==> src/rtl/ssriscv_ifu_pc_ctrl.sv <==
// Fetch-stage PC sequencer: picks the next PC, runs the single-outstanding imem
// handshake, buffers one instruction for decode and kills fetches made stale by redirects.
module ssriscv_ifu_pc_ctrl #(
  parameter logic [31:0] NOP_INSTR = 32'h0000_0013
) (
  input  logic        clk,
  input  logic        rst,
  input  logic [31:0] pc_rst,
  input  logic        trap_valid,
  input  logic [31:0] trap_pc,
  input  logic        ex_redirect_valid,
  input  logic [31:0] ex_redirect_pc,
  output logic        imem_req,
  output logic [31:0] imem_addr,
  input  logic        imem_gnt,
  input  logic        imem_rvalid,
  input  logic [31:0] imem_rdata,
  output logic        if_valid,
  output logic [31:0] if_pc,
  output logic [31:0] if_instr,
  input  logic        if_ready,
  output logic        misalign_err
);

  typedef enum logic [1:0] {ST_RST, ST_REQ, ST_WAIT, ST_OUT} state_t;

  state_t      state, state_d;
  logic [31:0] pc, pc_d, if_pc_d, if_instr_d, tgt, tgt_al;
  logic        kill, kill_d, if_valid_d, mis_d, redir;

  always_comb begin
    state_d    = state;
    pc_d       = pc;
    kill_d     = kill;
    if_valid_d = if_valid;
    if_pc_d    = if_pc;
    if_instr_d = if_instr;
    imem_req   = (state == ST_REQ);
    imem_addr  = pc;
    // trap outranks the EX redirect; neither is honoured while resetting
    redir      = !rst && (state != ST_RST) && (trap_valid || ex_redirect_valid);
    tgt        = trap_valid ? trap_pc : ex_redirect_pc;
    tgt_al     = {tgt[31:2], 2'b00};
    mis_d      = redir && (tgt[1:0] != 2'b00);

    case (state)
      ST_RST: state_d = ST_REQ;
      ST_REQ: begin
        if (redir) pc_d = tgt_al;
        if (imem_gnt) begin
          state_d = ST_WAIT;
          kill_d  = redir;
        end
      end
      ST_WAIT: begin
        if (imem_rvalid) begin
          if (kill || redir) begin
            if (redir) pc_d = tgt_al;
            kill_d  = 1'b0;
            state_d = ST_REQ;
          end else begin
            if_valid_d = 1'b1;
            if_pc_d    = pc;
            if_instr_d = imem_rdata;
            state_d    = ST_OUT;
          end
        end else if (redir) begin
          pc_d   = tgt_al;
          kill_d = 1'b1;
        end
      end
      ST_OUT: begin
        // a redirect wins over pc+4 whether or not decode took the instruction
        if (redir || if_ready) begin
          pc_d       = redir ? tgt_al : pc + 32'd4;
          if_valid_d = 1'b0;
          if_instr_d = NOP_INSTR;
          state_d    = ST_REQ;
        end
      end
      default: state_d = ST_RST;
    endcase
  end

  always_ff @(posedge clk) begin
    if (rst) begin
      state        <= ST_RST;
      pc           <= {pc_rst[31:2], 2'b00};
      kill         <= 1'b0;
      if_valid     <= 1'b0;
      if_pc        <= 32'h0;
      if_instr     <= NOP_INSTR;
      misalign_err <= 1'b0;
    end else begin
      state        <= state_d;
      pc           <= pc_d;
      kill         <= kill_d;
      if_valid     <= if_valid_d;
      if_pc        <= if_pc_d;
      if_instr     <= if_instr_d;
      misalign_err <= mis_d;
    end
  end

endmodule

==> config.mk <==
export PLATFORM = sky130hd
export DESIGN_NAME = ssriscv_ifu_pc_ctrl
export DESIGN_NICKNAME = d
export VERILOG_FILES = /design/src/rtl/ssriscv_ifu_pc_ctrl.sv
export SDC_FILE = /design/constraint.sdc
export NUM_CORES = 1
export LEC_CHECK = 0
export ABC_CLOCK_PERIOD_IN_PS = 5800
export CAP_MARGIN = 5
export CORE_MARGIN = 2
export CORE_UTILIZATION = 45
export CTS_CLUSTER_DIAMETER = 30
export CTS_CLUSTER_SIZE = 8
export DETAILED_ROUTE_END_ITERATION = 10
export PLACE_DENSITY = 0.95
export SYNTH_ARGS = -nofsm -noshare
export SYNTH_HDL_FRONTEND = slang
export SYNTH_SLANG_ARGS = --single-unit
==> constraint.sdc <==
create_clock -name clk -period 5.8 [get_ports clk]
set_clock_uncertainty 0.05 [all_clocks]
set_input_delay 1.16 -clock clk [delete_from_list [all_inputs] [get_ports clk]]
set_output_delay 1.16 -clock clk [all_outputs]
set_load 0.01 [all_outputs]
* Word level (Yosys, flattened, before mapping)
Index checks and enable logic that the tools add are counted.
Storage, ports and cells: output and inout bits 99, bits in registers 101, bits of input ports 135, logic and storage cells 67
Operators by class: bitwise operators 1, reductions and logical operators 20, eq/ne operators 11, add/sub/neg operators 1, muxes and demuxes 26
Operators by type and width (number):
- $mux 32 | 10
- $pmux 32 s3 | 1
- $pmux 32 s2 | 1
- $add 32x3->32 const B | 1
- $reduce_and 3->1 | 4
- $ne 3x3->1 const B | 3
- $mux 2 | 4
- $pmux 2 s4 | 1
- $reduce_and 4->1 | 2
- $reduce_bool 2->1 | 4
- $mux 1 | 7
- $ne 2x2->1 const B | 3
- $eq 2x2->1 const B | 2
- $ne 4x4->1 const B | 1
- $pmux 1 s2 | 2
- $reduce_bool 4->1 | 1
- $logic_and 1x1->1 | 3
- $logic_or 1x1->1 | 3
- $reduce_bool 3->1 | 1
- $eq 2x1->1 const B | 1
- $logic_not 2->1 | 1
- $ne 2x1->1 const B | 1
- $logic_not 1->1 | 1
- $not 1->1 | 1

* Logic depth before layout (Yosys ltp)
Gate-level depths: netlist of run 1.
depth in word-level cells 8, depth in mapped cells 10

* Worst setup path after synthesis of run 1
OpenSTA, ideal clock, no wires.
path kind input -> register, start input port trap_valid, end register pc[10], in the netlist imem_addr[10] (enable), data required time 5363 ps, setup slack 2420 ps, data arrival time 2943 ps, cell stages on the path 8, setup time 387 ps, path buffers 3, cell sequence buf_2 -> o21ba_1 -> buf_4 -> a21oi_1 -> nand3_1 -> clkbuf_1 -> o221ai_1 -> nand2_1
Between the ends: cells in the longest elaborated chain, start to end 5, elaborated cells on any way between the ends 7, those cells by class eq/ne: 2; reduce/logical: 5
RTL lines:
- start: declaration | RTL line 9 | input logic trap_valid,
- $logic_or 1x1->1 (*) | RTL line 41 | redir = !rst && (state != ST_RST) && (trap_valid || ex_redirect_valid);
- $logic_and 1x1->1 (*) | RTL line 41
- $logic_or 1x1->1, on equally long branches | RTL line 57, 74
- $ne 4x4->1 (no source line) or $ne 3x3->1 (tied branches)
- $reduce_and 3->1 (no source line) (*)
- end signal: assignment | RTL line 88 | pc <= {pc_rst[31:2], 2'b00};
- end signal: assignment | RTL line 96 | pc <= pc_d;
- end: declaration | RTL line 28 | logic [31:0] pc, pc_d, if_pc_d, if_instr_d, tgt, tgt_al;
Mark *: on every way between the ends. The rest lies on a longest branch, timed or not. A chain may end at the register's enable or synchronous reset.

* Final worst setup path of run 1
start input port ex_redirect_valid, end register if_instr[2]
Between the ends: cells in the longest elaborated chain, start to end 5, elaborated cells on any way between the ends 7, those cells by class eq/ne: 2; reduce/logical: 5
RTL lines:
- start: declaration | RTL line 11 | input logic ex_redirect_valid,
- $logic_or 1x1->1 (*) | RTL line 41
- $logic_and 1x1->1 (*) | RTL line 41
- $logic_or 1x1->1, on equally long branches | RTL line 74, 57
- $ne 2x2->1 (no source line)
- $reduce_and 4->1 (no source line) (*)
- end signal: assignment | RTL line 100 | if_instr <= if_instr_d;
- end: declaration | RTL line 20 | output logic [31:0] if_instr,
Marks and branches as above.

==> qor.yml, run 1 <==
status: "completed"
placed_area_sq_mm: 0.00753
fp.coreArea_sq_mm: 0.0113
yosysSeqAreaShare_pct: 44.7
report.final.slew_viol_count: 0
synth_warnings: 0
dieArea_sq_mm: 0.0124
fin_crit_sh_pct: 66.4
p_leak_nw: 2.69
route.detailed.drc: 0
vias_per_cell: 5.58
synth.avg_cell_area_sq_um: 8.66
drt-total-wl_mm: 16.7
crit_fanout: 37
yosysTopAreaCell: "dfxtp_1"
setup_viol: 0
path_class: "input pin to register"
endpoint_kind: "register"
tritoncts: "yes"
final_util_pct: 69.1
syn-instance-count: 599
fin_crit_ns: 3.85
max_slew_margin_pct: 23.6
cts_buffer_depth: 2
ys_types: 54
ant_nets: 0
final_nets: 944
cts-resized-gates: 0
drt-initial-drc-count: 360
ys_dominant_reg_cell: "dfxtp_1"
vias: 5302
grt_pass1_vias: 5268
tns_ns: 0
grt_start_max_net_pins: 56
synth_top_area_share_pct: 27.4
layout.cell_area.non_filler_sq_mm: 0.00782
netlist_area_sq_mm: 0.00519
cts.clk_slew.worst_paths_ns: 0.07
hp-class: "register to register"
multi_input_area_sq_mm: 0.00263
fp.dieW_um: 111
holdBufCountCts: 0
mostFrequentLayoutCell: "clkdlybuf4s50_1"
path_buf_inv: 2
slowest_stage: "a221oi_4"
cts_max_level: 3
ir_worst_vdd_mv: 0.232
layout_common_cells: "clkdlybuf4s50_1, nand2_1, dfxtp_1, a21oi_1, o21ai_0"
rows: 39
cts_root_buf: "clkbuf_16"
synth_nets: 740
n_antenna_cell: 0
area_growth_pct: 50.7
clk_latency_ns: 0.36
worstPathArrival_ns: 4.08
antenna_found_initial: 0
ff_latch_area_sq_mm: 0.00232
critPathMaxStageDelay_ns: 0.91
cts_num_sinks: 101
fmax_mhz: 260
rsz0062_at_grt: "false"
cap_violations: 0
dr.pass1.iters: 5
synth_edf_count: 30
grt-ovfl-total: 0
die_y_um: 111
ys_ff_latch: 101
power_density_mw_per_mm2: 246
hpwlAfterDp_mm: 12.0
grt_use_total_pct: 27.0
wl_per_cell_um: 17.6
cts_setup_buffers: 0
synth_area_leaders: "dfxtp_1, edfxtp_1, nand2_1"
nFillCells: 903
tightest_slew_ns: 1.14
layout-drive-gt1-share_pct: 6.68
path_delay_family: "compound AO/OA/AOI/OAI gates"
power_w: 0.00192
numCtsBuffers: 9
initial_core_util_pct: 45.8
finalHoldViolCount: 0
crit_required_ns: 6.03
cp_cell_sequence: "clkdlybuf4s50_1 > o21ba_1 > a21boi_2 > a221oi_4 > buf_4 > nand3_1 > o21ai_0"
port_buffers: 231
io_pins: 234
synthArstFlopShare_pct: 0
grt_pass1_wl_mm: 26.7
start_kind: "input pin"
place.gp.congestion: 0.820
-- logic make-up (layout without fill, tap and decap cells) --
kind of cell | Yosys count | count (layout) | share of synthesized area (%)
simple gates | 225 | 225 | 20.9
fa+ha+maj | 6 | 6 | 1.45
mux | 31 | 31 | 6.24
flops | 101 | 101 | 44.7
xor+xnor | 22 | 22 | 3.71
buf+inv | 56 | 265 | 4.92
compound gates | 158 | 158 | 18.1
-- cell usage after synthesis (4+ instances only) --
cell type,count
buf_2,12
o21ai_0,56
inv_1,10
nor2_1,13
nand4_1,7
a22oi_1,4
xor2_1,7
mux2_2,11
mux2i_1,20
nand2_1,113
o21ai_1,5
dfxtp_1,71
edfxtp_1,30
xnor2_1,15
o22a_1,4
ha_1,6
nor3_1,24
clkbuf_1,23
a21oi_1,60
and4_1,4
buf_1,6
nor4_1,6
a2bb2oi_1,6
nand3_1,39
-- tightest hold or removal path, stage by stage, from the launching register on --
cell     delay, ns
dfxtp_1       0.31
nand2_1       0.05
a21oi_1       0.05
-- final timing paths --
path                      from           to  slack (ns)  cells past startpoint
max          ex_redirect_valid  if_instr[2]        1.95                      7
min reg2reg          if_pc[27]    if_pc[27]        0.41                      2
max reg2reg           state[0]  if_instr[2]        2.40                      8
min                  if_pc[27]    if_pc[27]        0.41                      2
-- per-layer routing --
metal / vias to the layer above / global-route usage (%) / routed length, um
met5: - / 0 / 0
met4: 0 / 9.38 / 338
met3: 27 / 9.31 / 1590
met2: 239 / 45.2 / 8090
met1: 2487 / 32.4 / 6710
li1: 2549 / - / -
-- report_power, final --
part	switching (W)	total (W)	leakage, nW	internal (W)
clock network	0.000276	0.000594	0.145	0.000317
logic	0.000227	0.000479	1.67	0.000253
registers	0.0000619	0.000852	0.876	0.000790
total	0.000565	0.00192	2.69	0.00136
-- through the flow --
step	hold WS (ns)	worst slack, ns	instances
final	0.405	1.95	951
after CTS	0.405	1.96	951
after global placement	0.391	1.70	935
after global routing	0.419	1.67	951
after floorplan	0.419	2.42	599
after detailed placement	0.398	1.58	935
-- flip-flops by register name, summed over array words and instances (netlist names) --
name          flops
imem_addr        32
state             2
if_instr         32
misalign_err      1
kill              1
if_pc            32
if_valid          1
-- layout make-up --
type / instances / share of cell area, %
clock buffers: 11 / 3.25
multi-input cells: 442 / 33.6
flip-flops and latches: 101 / 29.7
well taps: 143 / 2.29
clock inverters: 5 / 0.400
inverters: 10 / 0.480
repair buffers: 239 / 30.2
Power figures use the tool's default switching activity.
==> run 2, diff against run 1 <==
==> config.mk (replaced) <==
export PLATFORM = sky130hd
export DESIGN_NAME = ssriscv_ifu_pc_ctrl
export DESIGN_NICKNAME = d
export VERILOG_FILES = /design/src/rtl/ssriscv_ifu_pc_ctrl.sv
export SDC_FILE = /design/constraint.sdc
export NUM_CORES = 1
export LEC_CHECK = 0
export ABC_CLOCK_PERIOD_IN_PS = 3900
export CAP_MARGIN = 5
export CORE_MARGIN = 2
export CORE_UTILIZATION = 42
export CTS_CLUSTER_DIAMETER = 30
export CTS_CLUSTER_SIZE = 8
export DETAILED_ROUTE_END_ITERATION = 10
export PLACE_DENSITY = 0.93
export SYNTH_ARGS = -nofsm -noshare
export SYNTH_HDL_FRONTEND = slang
export SYNTH_SLANG_ARGS = --single-unit
==> constraint.sdc (replaced) <==
create_clock -name clk -period 3.9 [get_ports clk]
set_clock_uncertainty 0.05 [all_clocks]
set_input_delay 0.78 -clock clk [delete_from_list [all_inputs] [get_ports clk]]
set_output_delay 0.78 -clock clk [all_outputs]
set_load 0.01 [all_outputs]
==> run 2 against run 1 <==
- clock-buffer cell count is 1 lower
- first-iteration DRC count decreased by 9.2%
- clock power is 54% higher
- die area increased by 6.9%
- highest routed layer unchanged
- worst hold slack got worse by 0.0016 ns
==> qor.yml, run 2 (synthesized netlist as in run 1, its figures left out) <==
status: "completed"
place.gp.congestion: 0.826
area_growth_pct: 52.3
switching_share_pct: 28.5
fmax_mhz: 363
fin_crit_ns: 2.76
dieArea_sq_mm: 0.0133
grt_pass1_vias: 5116
holdBufCountCts: 0
mostFrequentLayoutCell: "clkdlybuf4s50_1"
die_y_um: 115
crit_required_ns: 4.12
final_cell_count_no_fill: 982
layout_common_cells: "clkdlybuf4s50_1, nand2_1, dfxtp_1, a21oi_1, o21ai_0"
tightest_slew_ns: 0.641
cts_max_level: 3
drt-total-wl_mm: 16.4
ant_nets: 0
tns_ns: 0
final_nets: 949
max_slew_margin_pct: 57.2
vias_per_cell: 5.35
rows: 40
final_util_pct: 65.5
grt_use_total_pct: 24.2
port_buffers: 231
power_density_mw_per_mm2: 367
dr.pass1.iters: 4
clk_latency_ns: 0.35
numCtsBuffers: 9
route.detailed.drc: 0
report.final.slew_viol_count: 0
rsz0062_at_grt: "false"
cts_buffer_depth: 2
fp.dieW_um: 115
clkPwrFrac_pct: 31.6
path_class: "input pin to register"
ir_worst_vdd_mv: 0.283
finalHoldViolCount: 0
pwr-share-comb_pct: 24.8
setup_viol: 0
tritoncts: "yes"
cap_violations: 0
io_pins: 234
initial_core_util_pct: 43.0
cts_setup_buffers: 0
grt_start_max_net_pins: 67
hp-class: "register to register"
endpoint_kind: "register"
grt_pass1_wl_mm: 25.1
cts.clk_slew.worst_paths_ns: 0.07
internal_power_w: 0.00207
antenna_found_initial: 1
p_leak_nw: 2.71
cts-resized-gates: 0
drt-initial-drc-count: 327
vias: 5254
grt-ovfl-total: 0
power_frac_seq_pct: 43.7
layout-drive-gt1-share_pct: 7.13
hpwlAfterDp_mm: 11.9
worstPathArrival_ns: 2.97
fin_crit_sh_pct: 70.7
cts_num_sinks: 101
start_kind: "input pin"
dp.cells: 965
crit_fanout: 66
fp.coreArea_sq_mm: 0.0121
p_switching_w: 0.000826
wl_per_cell_um: 16.7
cts_root_buf: "clkbuf_16"
power_w: 0.00290
run 2: cell count changes in the layout (fill, tap and decap cells not counted), sizes merged:
cell      previous run  this run
buf                 10        15
clkinv               3         2
clkinvlp             0         1
diode                0         1
clkbuf              11        10
bufinv               0         1
run 2: through the flow:
stage,worst slack (ns),cell area (sq um),hold WS (ns)
global placement,0.824,7600,0.391
floorplan,0.900,5190,0.419
detailed placement,0.789,7600,0.397
finish,1.14,7900,0.404
CTS,1.16,7900,0.406
global route,0.957,7900,0.426
run 2: path summary, 6_finish.rpt:
path | slack, ns | from | to | depth (start not counted)
worst max-delay path | 1.14 | ex_redirect_valid | if_valid | 9
worst min-delay path | 0.40 | if_pc[25] | if_pc[25] | 2
worst max register to register | 1.18 | state[0] | if_valid | 10
worst min register to register | 0.40 | if_pc[25] | if_pc[25] | 2
run 2: critical path: stages:
cell,delay [ns]
clkdlybuf4s50_1,0.50
o21ba_1,0.14
buf_4,0.18
a21boi_2,0.07
buf_4,0.21
a221oi_4,0.28
buf_4,0.51
nor2_1,0.08
a211oi_1,0.20
run 2: routing by layer:
metal / GRT usage, % / up-vias / part of all wire (%)
met4: 10.5 / 0 / 3.2
li1: - / 2557 / -
met2: 41.1 / 229 / 48
met5: 0 / - / 0
met3: 6.33 / 36 / 8.5
met1: 29.0 / 2432 / 40
run 2: cell type report:
class | instances | area [sq um]
Fill cell | 991 | 4160
Multi-Input combinational cell | 442 | 2630
Timing Repair Buffer | 244 | 2400
Sequential cell | 101 | 2320
Clock buffer | 10 | 239
Tap cell | 168 | 210
Clock inverter | 6 | 60.1
Inverter | 10 | 37.5
Antenna cell | 1 | 2.50
run 2: power groups by stage:
stage / Combinational (W) / Clock, W / Sequential (W)
after floorplan: 0.000312 / 0 / 0.00130
after global placement: 0.000704 / 0 / 0.00128
after detailed placement: 0.000717 / 0 / 0.00129
after CTS: 0.000721 / 0.000926 / 0.00126
after global routing: 0.000777 / 0.000964 / 0.00128
final: 0.000717 / 0.000915 / 0.00127
